File: src/rtl/spi_div_pkg.sv
// Shared definitions for the SPI divider slave: frame-phase states, opcodes and
// default widths. The CPU opcode list reuses OP_DIV/OP_REM from here.
package spi_div_pkg;

    localparam int DEFAULT_DATA_WIDTH = 32;
    localparam int DEFAULT_OP_WIDTH   = 4;

    localparam logic [DEFAULT_OP_WIDTH-1:0] OP_DIV = 4'hA;
    localparam logic [DEFAULT_OP_WIDTH-1:0] OP_REM = 4'hB;

    typedef enum logic [2:0] {
        IDLE,
        RX_OP,
        RX_A,
        RX_B,
        WAIT,
        TX,
        DONE
    } state_t;

endpackage

File: src/rtl/spi_if.sv
// SPI bus bundle shared by the CPU master and its functional-unit slaves.
interface spi_if;
    logic sclk;
    logic mosi;
    logic nss;
    logic miso;

    modport SLAVE  (input sclk, mosi, nss, output miso);
    modport MASTER (output sclk, mosi, nss, input miso);
endinterface

File: src/rtl/seq_divider.sv
// Iterative unsigned restoring divider: one quotient bit per clock, done pulses
// WIDTH+1 clocks after start, results hold until the next start.
module seq_divider
    import spi_div_pkg::*;
#(
    parameter int WIDTH = DEFAULT_DATA_WIDTH
) (
    input  logic             clock,
    input  logic             reset,
    input  logic             start,
    input  logic [WIDTH-1:0] dividend,
    input  logic [WIDTH-1:0] divisor,
    output logic             busy,
    output logic             done,
    output logic [WIDTH-1:0] quotient,
    output logic [WIDTH-1:0] remainder
);
    localparam int STEP_W = $clog2(WIDTH + 1);

    logic [WIDTH-1:0]  rem_w;
    logic [WIDTH-1:0]  quo_w;
    logic [WIDTH-1:0]  dvs;
    logic [STEP_W-1:0] step;
    logic [WIDTH:0]    shifted;
    logic [WIDTH:0]    diff;
    logic              ge;

    // A zero divisor always "fits", so the algorithm itself yields all-ones / A.
    assign shifted = {rem_w, quo_w[WIDTH-1]};
    assign diff    = shifted - {1'b0, dvs};
    assign ge      = ~diff[WIDTH];

    // NOTE: sequential state uses non-blocking assignments so every register
    // samples pre-edge values, independent of statement order.
    always_ff @(posedge clock or negedge reset) begin
        if (!reset) begin
            rem_w     <= '0;
            quo_w     <= '0;
            dvs       <= '0;
            step      <= '0;
            busy      <= 1'b0;
            done      <= 1'b0;
            quotient  <= '0;
            remainder <= '0;
        end else begin
            done <= 1'b0;
            if (start) begin
                rem_w <= '0;
                quo_w <= dividend;
                dvs   <= divisor;
                step  <= '0;
                busy  <= 1'b1;
            end else if (busy) begin
                if (step == STEP_W'(WIDTH)) begin
                    busy      <= 1'b0;
                    done      <= 1'b1;
                    quotient  <= quo_w;
                    remainder <= rem_w;
                end else begin
                    rem_w <= ge ? diff[WIDTH-1:0] : shifted[WIDTH-1:0];
                    quo_w <= {quo_w[WIDTH-2:0], ge};
                    step  <= step + 1'b1;
                end
            end
        end
    end

endmodule

File: src/rtl/spi_divider.sv
// SPI slave that receives {op, A, B}, divides during the idle window and
// shifts the quotient or remainder back MSB-first.
module spi_divider
    import spi_div_pkg::*;
#(
    parameter int DATA_WIDTH = DEFAULT_DATA_WIDTH,
    parameter int OP_WIDTH   = DEFAULT_OP_WIDTH,
    parameter int WAIT_BITS  = 8
) (
    input  logic clock,
    input  logic reset,
    spi_if.SLAVE spi,
    output logic overrun
);
    localparam int CNT_W = $clog2(DATA_WIDTH + WAIT_BITS + OP_WIDTH + 1);

    state_t                state, state_next;
    logic                  sclk_q;
    logic                  rise;
    logic                  last_bit;
    logic [CNT_W-1:0]      cnt, limit;
    logic [OP_WIDTH-1:0]   op_sr, op_q;
    logic [DATA_WIDTH-1:0] a_sr, b_sr, result;
    logic [DATA_WIDTH-2:0] tx_sr;
    logic                  div_start, div_busy, div_done, res_valid;
    logic [DATA_WIDTH-1:0] quotient, remainder;
    logic                  op_div, op_rem, op_valid, rx_op_valid;

    assign rise        = spi.sclk & ~sclk_q;
    assign op_div      = (op_q == OP_WIDTH'(OP_DIV));
    assign op_rem      = (op_q == OP_WIDTH'(OP_REM));
    assign op_valid    = op_div | op_rem;
    assign rx_op_valid = (op_sr == OP_WIDTH'(OP_DIV)) | (op_sr == OP_WIDTH'(OP_REM));

    always_ff @(posedge clock or negedge reset) begin
        if (!reset) state <= IDLE;
        else        state <= state_next;
    end

    // NOTE: every always_comb output gets a default first so no path infers a latch.
    always_comb begin
        state_next = state;
        case (state)
            RX_OP:      limit = CNT_W'(OP_WIDTH - 1);
            RX_A, RX_B: limit = CNT_W'(DATA_WIDTH - 1);
            WAIT:       limit = CNT_W'(WAIT_BITS - 1);
            TX:         limit = CNT_W'(DATA_WIDTH - 2);
            default:    limit = '0;
        endcase
        last_bit = rise && (cnt == limit);

        case (state)
            IDLE:    if (!spi.nss) state_next = RX_OP;
            RX_OP:   if (last_bit) state_next = RX_A;
            RX_A:    if (last_bit) state_next = RX_B;
            RX_B:    if (last_bit) state_next = WAIT;
            WAIT:    if (last_bit) state_next = TX;
            TX:      if (last_bit) state_next = DONE;
            default: ;
        endcase
        if (spi.nss) state_next = IDLE;
    end

    // Result is zero unless the divider has finished for this frame's operands.
    always_comb begin
        result = '0;
        if (res_valid || div_done) begin
            if (op_div)      result = quotient;
            else if (op_rem) result = remainder;
        end
    end

    always_ff @(posedge clock or negedge reset) begin
        if (!reset) begin
            sclk_q    <= 1'b0;
            cnt       <= '0;
            op_sr     <= '0;
            op_q      <= '0;
            a_sr      <= '0;
            b_sr      <= '0;
            tx_sr     <= '0;
            div_start <= 1'b0;
            res_valid <= 1'b0;
            spi.miso  <= 1'b0;
            overrun   <= 1'b0;
        end else begin
            sclk_q    <= spi.sclk;
            div_start <= 1'b0;
            overrun   <= 1'b0;
            if (div_done) res_valid <= 1'b1;

            if (spi.nss) begin
                cnt       <= '0;
                spi.miso  <= 1'b0;
                res_valid <= 1'b0;
            end else if (rise) begin
                if (state inside {RX_OP, RX_A, RX_B, WAIT, TX})
                    cnt <= last_bit ? '0 : cnt + 1'b1;
                case (state)
                    RX_OP: op_sr <= {op_sr[OP_WIDTH-2:0], spi.mosi};
                    RX_A:  a_sr  <= {a_sr[DATA_WIDTH-2:0], spi.mosi};
                    RX_B: begin
                        b_sr <= {b_sr[DATA_WIDTH-2:0], spi.mosi};
                        if (last_bit) begin
                            op_q      <= op_sr;
                            res_valid <= 1'b0;
                            div_start <= rx_op_valid;
                        end
                    end
                    WAIT: if (last_bit) begin
                        tx_sr    <= result[DATA_WIDTH-2:0];
                        spi.miso <= result[DATA_WIDTH-1];
                        overrun  <= op_valid & (div_start | div_busy);
                    end
                    TX: begin
                        tx_sr    <= {tx_sr[DATA_WIDTH-3:0], 1'b0};
                        spi.miso <= tx_sr[DATA_WIDTH-2];
                    end
                    DONE:    spi.miso <= 1'b0;
                    default: ;
                endcase
            end
        end
    end

    seq_divider #(.WIDTH(DATA_WIDTH)) u_div (
        .clock     (clock),
        .reset     (reset),
        .start     (div_start),
        .dividend  (a_sr),
        .divisor   (b_sr),
        .busy      (div_busy),
        .done      (div_done),
        .quotient  (quotient),
        .remainder (remainder)
    );

endmodule

File: src/flat_wrapper.sv
// flat-port wrapper written by rule: the top's interface ports become plain ports
module spi_divider_flat import spi_div_pkg::*;
#(
    parameter int DATA_WIDTH = DEFAULT_DATA_WIDTH,
    parameter int OP_WIDTH   = DEFAULT_OP_WIDTH,
    parameter int WAIT_BITS  = 8
)
  (clock, reset, overrun, spi_sclk, spi_mosi, spi_nss, spi_miso);
  spi_if spi_i ();
  input  logic clock;
  input  logic reset;
  output logic overrun;
  input wire logic [$bits(spi_i.sclk)-1:0] spi_sclk;
  input wire logic [$bits(spi_i.mosi)-1:0] spi_mosi;
  input wire logic [$bits(spi_i.nss)-1:0] spi_nss;
  output wire logic [$bits(spi_i.miso)-1:0] spi_miso;
  assign spi_i.sclk = spi_sclk;
  assign spi_i.mosi = spi_mosi;
  assign spi_i.nss = spi_nss;
  assign spi_miso = spi_i.miso;
  spi_divider #(.DATA_WIDTH(DATA_WIDTH), .OP_WIDTH(OP_WIDTH), .WAIT_BITS(WAIT_BITS)) u_core (.clock(clock), .reset(reset), .spi(spi_i), .overrun(overrun));
endmodule
File: config.mk
export PLATFORM = sky130hd
export DESIGN_NAME = spi_divider_flat
export DESIGN_NICKNAME = d
export VERILOG_FILES = /design/src/rtl/spi_div_pkg.sv /design/src/rtl/spi_if.sv /design/src/rtl/seq_divider.sv /design/src/rtl/spi_divider.sv /design/src/flat_wrapper.sv
export SDC_FILE = /design/constraint.sdc
export NUM_CORES = 1
export LEC_CHECK = 0
export BUFFER_PORTS_ARGS = -buffer_cell sky130_fd_sc_hd__clkbuf_2
export CAP_MARGIN = 20
export CORE_UTILIZATION = 60
export CTS_CLUSTER_SIZE = 14
export DETAILED_ROUTE_END_ITERATION = 6
export HOLD_SLACK_MARGIN = 0.15
export PLACE_DENSITY = 0.86
export SLEW_MARGIN = 25
export SYNTH_ARGS = -nofsm -noshare
export SYNTH_HDL_FRONTEND = slang
export SYNTH_HIERARCHICAL = 1
export SYNTH_SLANG_ARGS = --single-unit
File: constraint.sdc
create_clock -name clock -period 5.8 [get_ports clock]
set_input_delay 1.16 -clock clock [delete_from_list [all_inputs] [get_ports clock]]
set_output_delay 1.16 -clock clock [all_outputs]
set_load 0.1 [all_outputs]
==> results of run 1 <==
==> per-layer routing <==
layer / GRT usage (%) / part of all wire, % / routed length [um]
met5: 0 / 0 / 0
met4: 8.04 / 2.6 / 822
met3: 3.30 / 5.1 / 1620
met2: 43.8 / 48 / 15400
met1: 37.7 / 44 / 14200
==> worst max-delay path, stage by stage, from the launching register on <==
cell and delay [ns]:
dfrtp_4 0.71, nor4_1 0.43, nand3_1 0.18, o21ai_4 0.08, buf_4 0.63, inv_1 0.10
buf_4 0.31, nand2b_1 0.16, buf_4 0.31, nor2_1 0.14, and3_1 0.21, mux2i_1 0.14
o211ai_1 0.11
==> synth_stat cells (3+ instances only) <==
master,number
a2111oi_0,4
a2111oi_4,3
a21o_1,8
a21oi_1,59
a221o_1,55
a22o_1,9
a22oi_1,3
a31oi_1,5
a32oi_1,6
a41oi_1,3
and2_1,7
and3_1,33
buf_1,7
buf_2,8
buf_4,4
buf_6,5
clkbuf_1,76
dfrtp_1,285
ha_1,35
inv_1,47
mux2_2,73
mux2i_1,43
nand2_1,346
nand2b_1,6
nand3_1,22
nand3b_1,4
nand4_1,9
nor2_1,77
nor2b_1,8
nor3_1,19
o211ai_1,17
o21a_1,7
o21ai_0,73
o21ai_1,6
o311ai_1,6
o31ai_1,29
o41ai_1,4
or3_1,3
xnor2_1,12
xor2_1,15
==> sequential cells by signal (all words and copies together), names as in the netlist, 6 cells and up <==
signal                  cells
u_core/a_sr                32
u_core/b_sr                32
u_core/u_div/dvs           32
u_core/u_div/quo_w         32
u_core/u_div/quotient      32
u_core/u_div/rem_w         32
u_core/u_div/remainder     32
u_core/tx_sr               31
u_core/cnt                  6
u_core/u_div/step           6
==> final cells by class <==
cell class	count	area share (%)
Clock buffer	40	5.61
Clock inverter	15	1.21
Inverter	48	1.16
Multi-Input combinational cell	1052	43.0
Sequential cell	285	45.6
Tap cell	319	2.55
Timing Repair Buffer	18	0.910
==> cell families (layout without fill, tap and decap cells) <==
| group | count (synthesis) | count (layout) |
|---|---|---|
| buffers and inverters | 149 | 121 |
| adder cells (fa/ha/maj) | 36 | 36 |
| multiplexers | 116 | 116 |
| AO/OA/AOI/OAI | 319 | 319 |
| flip-flops | 285 | 285 |
| AND/OR/NAND/NOR | 554 | 554 |
| XOR/XNOR | 27 | 27 |
==> worst max path at each step <==
| stage | from | depth (start not counted) | to |
|---|---|---|---|
| final | u_core/div_start$_DFF_PN0_ | 12 | u_core/u_div/rem_w[31]$_DFFE_PN0P_ |
| after CTS | u_core/div_start$_DFF_PN0_ | 12 | u_core/u_div/rem_w[31]$_DFFE_PN0P_ |
| after floorplan | u_core/u_div/quo_w[31]$_DFFE_PN0P_ | 13 | u_core/u_div/rem_w[18]$_DFFE_PN0P_ |
| after global routing | u_core/div_start$_DFF_PN0_ | 12 | u_core/u_div/rem_w[31]$_DFFE_PN0P_ |
| after detailed placement | spi_sclk | 6 | u_core/tx_sr[11]$_DFFE_PN0P_ |
| after global placement | spi_sclk | 6 | u_core/tx_sr[22]$_DFFE_PN0P_ |
==> power groups by stage <==
stage | logic [mW] | registers, mW | clock network [mW]
final | 0.124 | 2.04 | 2.03
after global routing | 0.141 | 2.04 | 2.14
after CTS | 0.126 | 2.04 | 2.06
after detailed placement | 0.125 | 2.07 | 0
after global placement | 0.121 | 2.07 | 0
after floorplan | 0.0813 | 2.06 | 0
==> per-stage QoR <==
step / instance area [um^2] / setup WS, ns / utilization, % / instances
final: 15700 / 2.16 / 66.5 / 1777
after global routing: 15700 / 1.90 / 66.5 / 1777
after detailed placement: 14600 / 2.04 / 62.0 / 1721
after CTS: 15700 / 2.23 / 66.5 / 1776
after global placement: 14600 / 2.15 / 62.0 / 1721
after floorplan: 14500 / 2.77 / - / 1486
==> metrics.txt, run 1 <==
GR Overflow Total 0; MaxCap Viol Count 0; # diodes 0; PD cells 268 mW/mm^2; RD Place Congestion 0.941; Synthesized Nets 1527; number of synthesized flops with an enable pin 0; period utilization 62.8%; via count 10800; RSZ-0062 raised after global routing false; die area 0.0247 mm^2; fmax 274 MHz; drt first pass iters 5; multi-input logic area 0.00674 mm^2; clock tree sinks 285; Mapped Area 0.0145 mm^2; Worst-path clk slew 0.06 ns; slew of the pin with the lowest slew margin 1.02 ns; synth top area cells dfrtp_1, nand2_1, mux2_2, a221o_1, ha_1; pin count of the biggest net entering global routing 124; cts hold-fix bufs 0; Worst Hold End u_core/u_div/quotient[16]$_DFFE_PN0P_; CTS tree done; simple-gate portion of the synthesized area 16.8%; FF-to-FF End u_core/u_div/rem_w[31]$_DFFE_PN0P_; Nets 1476; Worst setup SP type flop; Worst Min Path Start u_core/u_div/quotient[16]$_DFFE_PN0P_; die boundary width 157 um; Max Slew Vio Count 0; Slew headroom 32.3%; I/O pin cnt 7; H-tree depth 1; global-route wire length before repair 53200 um; CTS Buf Count 30; sw frac 21.5%; Sequential Power Share 48.7%; Synth top area share 49.3%; filler cell count 1762; crit path kind reg -> reg; share of layout cells above drive strength 1 11.7%; Starting Density 61.4%; Avg Cell Area, Syn 9.73 um^2; initial antenna violation count 0; required time worst endpoint 6.22 ns; Core Footprint 0.0235 mm^2; main combinational cell family by area after synthesis simple AND/OR/NAND/NOR gates; Setup crit end kind flop; Setup TNS 0 ns; post-synth cell types 75; Hold Worst Slack 0.475 ns; # rows 56; leakage 7.52 nW; r2r worst-path depth 12; post-synthesis compound-gate area fraction 16.1%; Post-Synth XOR/XNOR Area 1.64%; WHS Path Cells 2; DRC viols 0; Sequential Area 0.00714 mm^2; commonest non-fill, non-tap cell in the layout nand2_1; internal power 3.29 mW; P&R area growth vs syn 8.35%; WL/cell 18.0 um; Setup Fix Bufs, Post-CTS 0; R2R Path Start u_core/div_start$_DFF_PN0_; adder-cell share of the synthesized area 3.17%; Primary FF master, synth dfrtp_1; Clock power frac 48.4%; remaining antenna violation count 0; VDD IR max 0.000280 V; final setup violation count 0; Root Driver clkbuf_16; leading cell types in the layout, fill and taps excluded nand2_1, dfrtp_1, nor2_1; Detailed Route Iter0 Violations 930; crit path DAT 4.07 ns; net switching power 0.903 mW; Routed WL 32000 um; Reg2Reg Setup Slack 2.16 ns; combinational share of power 2.9%; Final Hold Viols 0; Async S/R FF share, synth 100%; Synth warnings 6; Setup Skew 0.0154 ns; Bufs on Longest Clock Path 3; total power 4.19 mW; Final min period 3.64 ns; post-synthesis cell count 1486; port bufs 6; number of global-route vias before repair 10500; Vias/cell 6.07; Yosys top cell by area dfrtp_1; run status finished clean; die height 157 um; Seq/Total Area, Yosys 49.3%; worst skew pair latency 0.55 ns; min-delay worst type reg -> reg; hpwl dp 20200 um; total track usage 26.9%; Yosys reg bits 285; post-synthesis mux area share 8.66%; CTS-repair resized insts 0; Crit Path Max Fanout 68
No activity file was read; power rests on OpenSTA's default activity.
==> inputs of run 2 (changes only) <==
--- a/config.mk
+++ b/config.mk
@@ -7,11 +7,11 @@
 export LEC_CHECK = 0
 export BUFFER_PORTS_ARGS = -buffer_cell sky130_fd_sc_hd__clkbuf_2
 export CAP_MARGIN = 20
-export CORE_UTILIZATION = 60
+export CORE_UTILIZATION = 58
 export CTS_CLUSTER_SIZE = 14
 export DETAILED_ROUTE_END_ITERATION = 6
 export HOLD_SLACK_MARGIN = 0.15
-export PLACE_DENSITY = 0.86
+export PLACE_DENSITY = 0.87
 export SLEW_MARGIN = 25
 export SYNTH_ARGS = -nofsm -noshare
 export SYNTH_HDL_FRONTEND = slang
==> constraint.sdc (replaced) <==
create_clock -name clock -period 3.2 [get_ports clock]
set_input_delay 0.64 -clock clock [delete_from_list [all_inputs] [get_ports clock]]
set_output_delay 0.64 -clock clock [all_outputs]
set_load 0.1 [all_outputs]
==> run 2 against run 1 <==
Effect of this change: the flow now finishes with violations (negative setup slack); clock-buffer cell count up 1; wire length up 5.3%; core utilization down 0.87 points; global-route usage down 0.68 points; power up 75%; maximum frequency up 14%; cell area up 2.3%; clock power up 67%; register-to-register slack worse by 2.2 ns; critical path depth up 3; setup slack worse by 2.2 ns; largest power group unchanged; highest routed layer unchanged.
==> metrics.txt, run 2 (synthesis results as in run 1) <==
run status finished, violations left; violated checks negative setup slack; clock tree sinks 285; Core Footprint 0.0244 mm^2; PD cells 457 mW/mm^2; R2R Path Start u_core/u_div/quo_w[31]$_DFFE_PN0P_; GR Overflow Total 0; Vias/cell 6.27; Max Slew Vio Count 0; commonest non-fill, non-tap cell in the layout nand2_1; WP buf/inv 4; VDD IR max 0.000407 V; Routed WL 33700 um; crit path kind reg -> reg; Final min period 3.20 ns; Setup crit end kind flop; Final Hold Viols 0; leakage 7.72 nW; Reg2Reg Setup Slack -0.003 ns; CTS Buf Count 29; hpwl dp 21100 um; pin count of the biggest net entering global routing 73; Setup Skew 0.0134 ns; CP delay by family, top compound AO/OA/AOI/OAI gates; DRC viols 0; Root Driver clkbuf_16; WHS Path Cells 1; Nets 1516; Worst-path clk slew 0.06 ns; # diodes 0; multi-input logic area 0.00681 mm^2; crit path DAT 3.63 ns; filler cell count 1801; critical path cell sequence inv_2 > ha_4 > inv_2 > fa_2 > a21o_1 > a2111oi_4 > a2111oi_4 > o21ai_2 > a31oi_4 > xnor2_2 > buf_4 > buf_6 > and4b_1 > a21oi_1 > o31ai_1; Slew headroom 28.1%; period utilization 100%; drt first pass iters 6; die area 0.0256 mm^2; dpl ws -0.0923 ns; final setup violation count 1; critical path depth 15; number of global-route vias before repair 11000; Hold Worst Slack 0.227 ns; RSZ-0062 raised after global routing true; Bufs on Longest Clock Path 3; # rows 57; Sequential Area 0.00714 mm^2; global-route wire length before repair 55000 um; CTS tree done; total power 7.33 mW; WL/cell 18.5 um; H-tree depth 1; Worst path max stage delay 0.44 ns; required time worst endpoint 3.62 ns; Worst Min Path Start spi_sclk; die boundary width 160 um; Crit Path Max Fanout 5; I/O pin cnt 7; initial antenna violation count 0; remaining antenna violation count 0; Worst setup SP type flop; P&R area growth vs syn 10.8%; Detailed Route Iter0 Violations 1267; r2r worst-path depth 15; leading cell types in the layout, fill and taps excluded nand2_1, dfrtp_1, nor2_1; via count 11400; share of layout cells above drive strength 1 14.4%; slew of the pin with the lowest slew margin 1.07 ns; port bufs 6; worst skew pair latency 0.56 ns; Critical-path top delay cell a2111oi_4; FF-to-FF End u_core/u_div/rem_w[27]$_DFFE_PN0P_; min-delay worst type in -> reg; Starting Density 59.3%; MaxCap Viol Count 0; die height 160 um; total track usage 26.2%; Setup WS post-layout -0.00330 ns; Worst Hold End u_core/sclk_q$_DFF_PN0_; fmax 312 MHz; RD Place Congestion 0.934
==> run 2: per-stage QoR <==
| step | std cells | utilization (%) | setup TNS [ns] | instance area (um^2) |
|---|---|---|---|---|
| after CTS | 1818 | 65.3 | 0 | 15900 |
| after global placement | 1755 | 60.9 | 0 | 14800 |
| after detailed placement | 1755 | 60.9 | -0.362 | 14800 |
| after global routing | 1822 | 65.7 | -0.989 | 16000 |
| final | 1822 | 65.7 | -0.00330 | 16000 |
| after floorplan | 1486 | - | 0 | 14500 |
==> run 2: layout make-up <==
type	instances	share of cell area [%]
Clock buffer	41	5.19
Clock inverter	13	0.789
Inverter	48	1.12
Multi-Input combinational cell	1052	42.5
Sequential cell	285	44.5
Tap cell	324	2.53
Timing Repair Buffer	59	3.35
==> run 2: how the worst max path moves through the flow <==
stage / from / endpoint / slack (ns)
6_report: u_core/u_div/quo_w[31]$_DFFE_PN0P_ / u_core/u_div/rem_w[27]$_DFFE_PN0P_ / -0.003
3_3_place_gp: u_core/u_div/quo_w[31]$_DFFE_PN0P_ / u_core/u_div/rem_w[3]$_DFFE_PN0P_ / 0.07
4_1_cts: u_core/u_div/quo_w[31]$_DFFE_PN0P_ / u_core/u_div/rem_w[27]$_DFFE_PN0P_ / 0.01
2_1_floorplan: u_core/u_div/quo_w[31]$_DFFE_PN0P_ / u_core/u_div/rem_w[18]$_DFFE_PN0P_ / 0.17
3_5_place_dp: u_core/u_div/quo_w[31]$_DFFE_PN0P_ / u_core/u_div/rem_w[3]$_DFFE_PN0P_ / -0.09
5_1_grt: u_core/u_div/quo_w[31]$_DFFE_PN0P_ / u_core/u_div/rem_w[27]$_DFFE_PN0P_ / -0.09
==> run 2: timing repair <==
item,in CTS,in global routing
gates resized for setup,12,12
hold endpoints to repair,64,0
pin swaps,9,9
hold buffers,1,0
setup endpoints to repair,19,33
setup buffers,7,2
cloned,1,3
==> run 2: metal layers <==
layer,up-vias,part of all wire [%],GRT usage (%)
met1,5635,42,35.8
met5,-,0,0
met4,0,3.1,8.83
met2,467,48,43.0
met3,108,6.9,3.90
li1,5220,-,-
==> run 2: where the power goes <==
group	internal, mW	total, mW	leakage (nW)	switching, mW
Clock	1.97	3.39	0.481	1.42
Combinational	0.0827	0.251	3.27	0.169
Sequential	3.64	3.68	3.97	0.0463
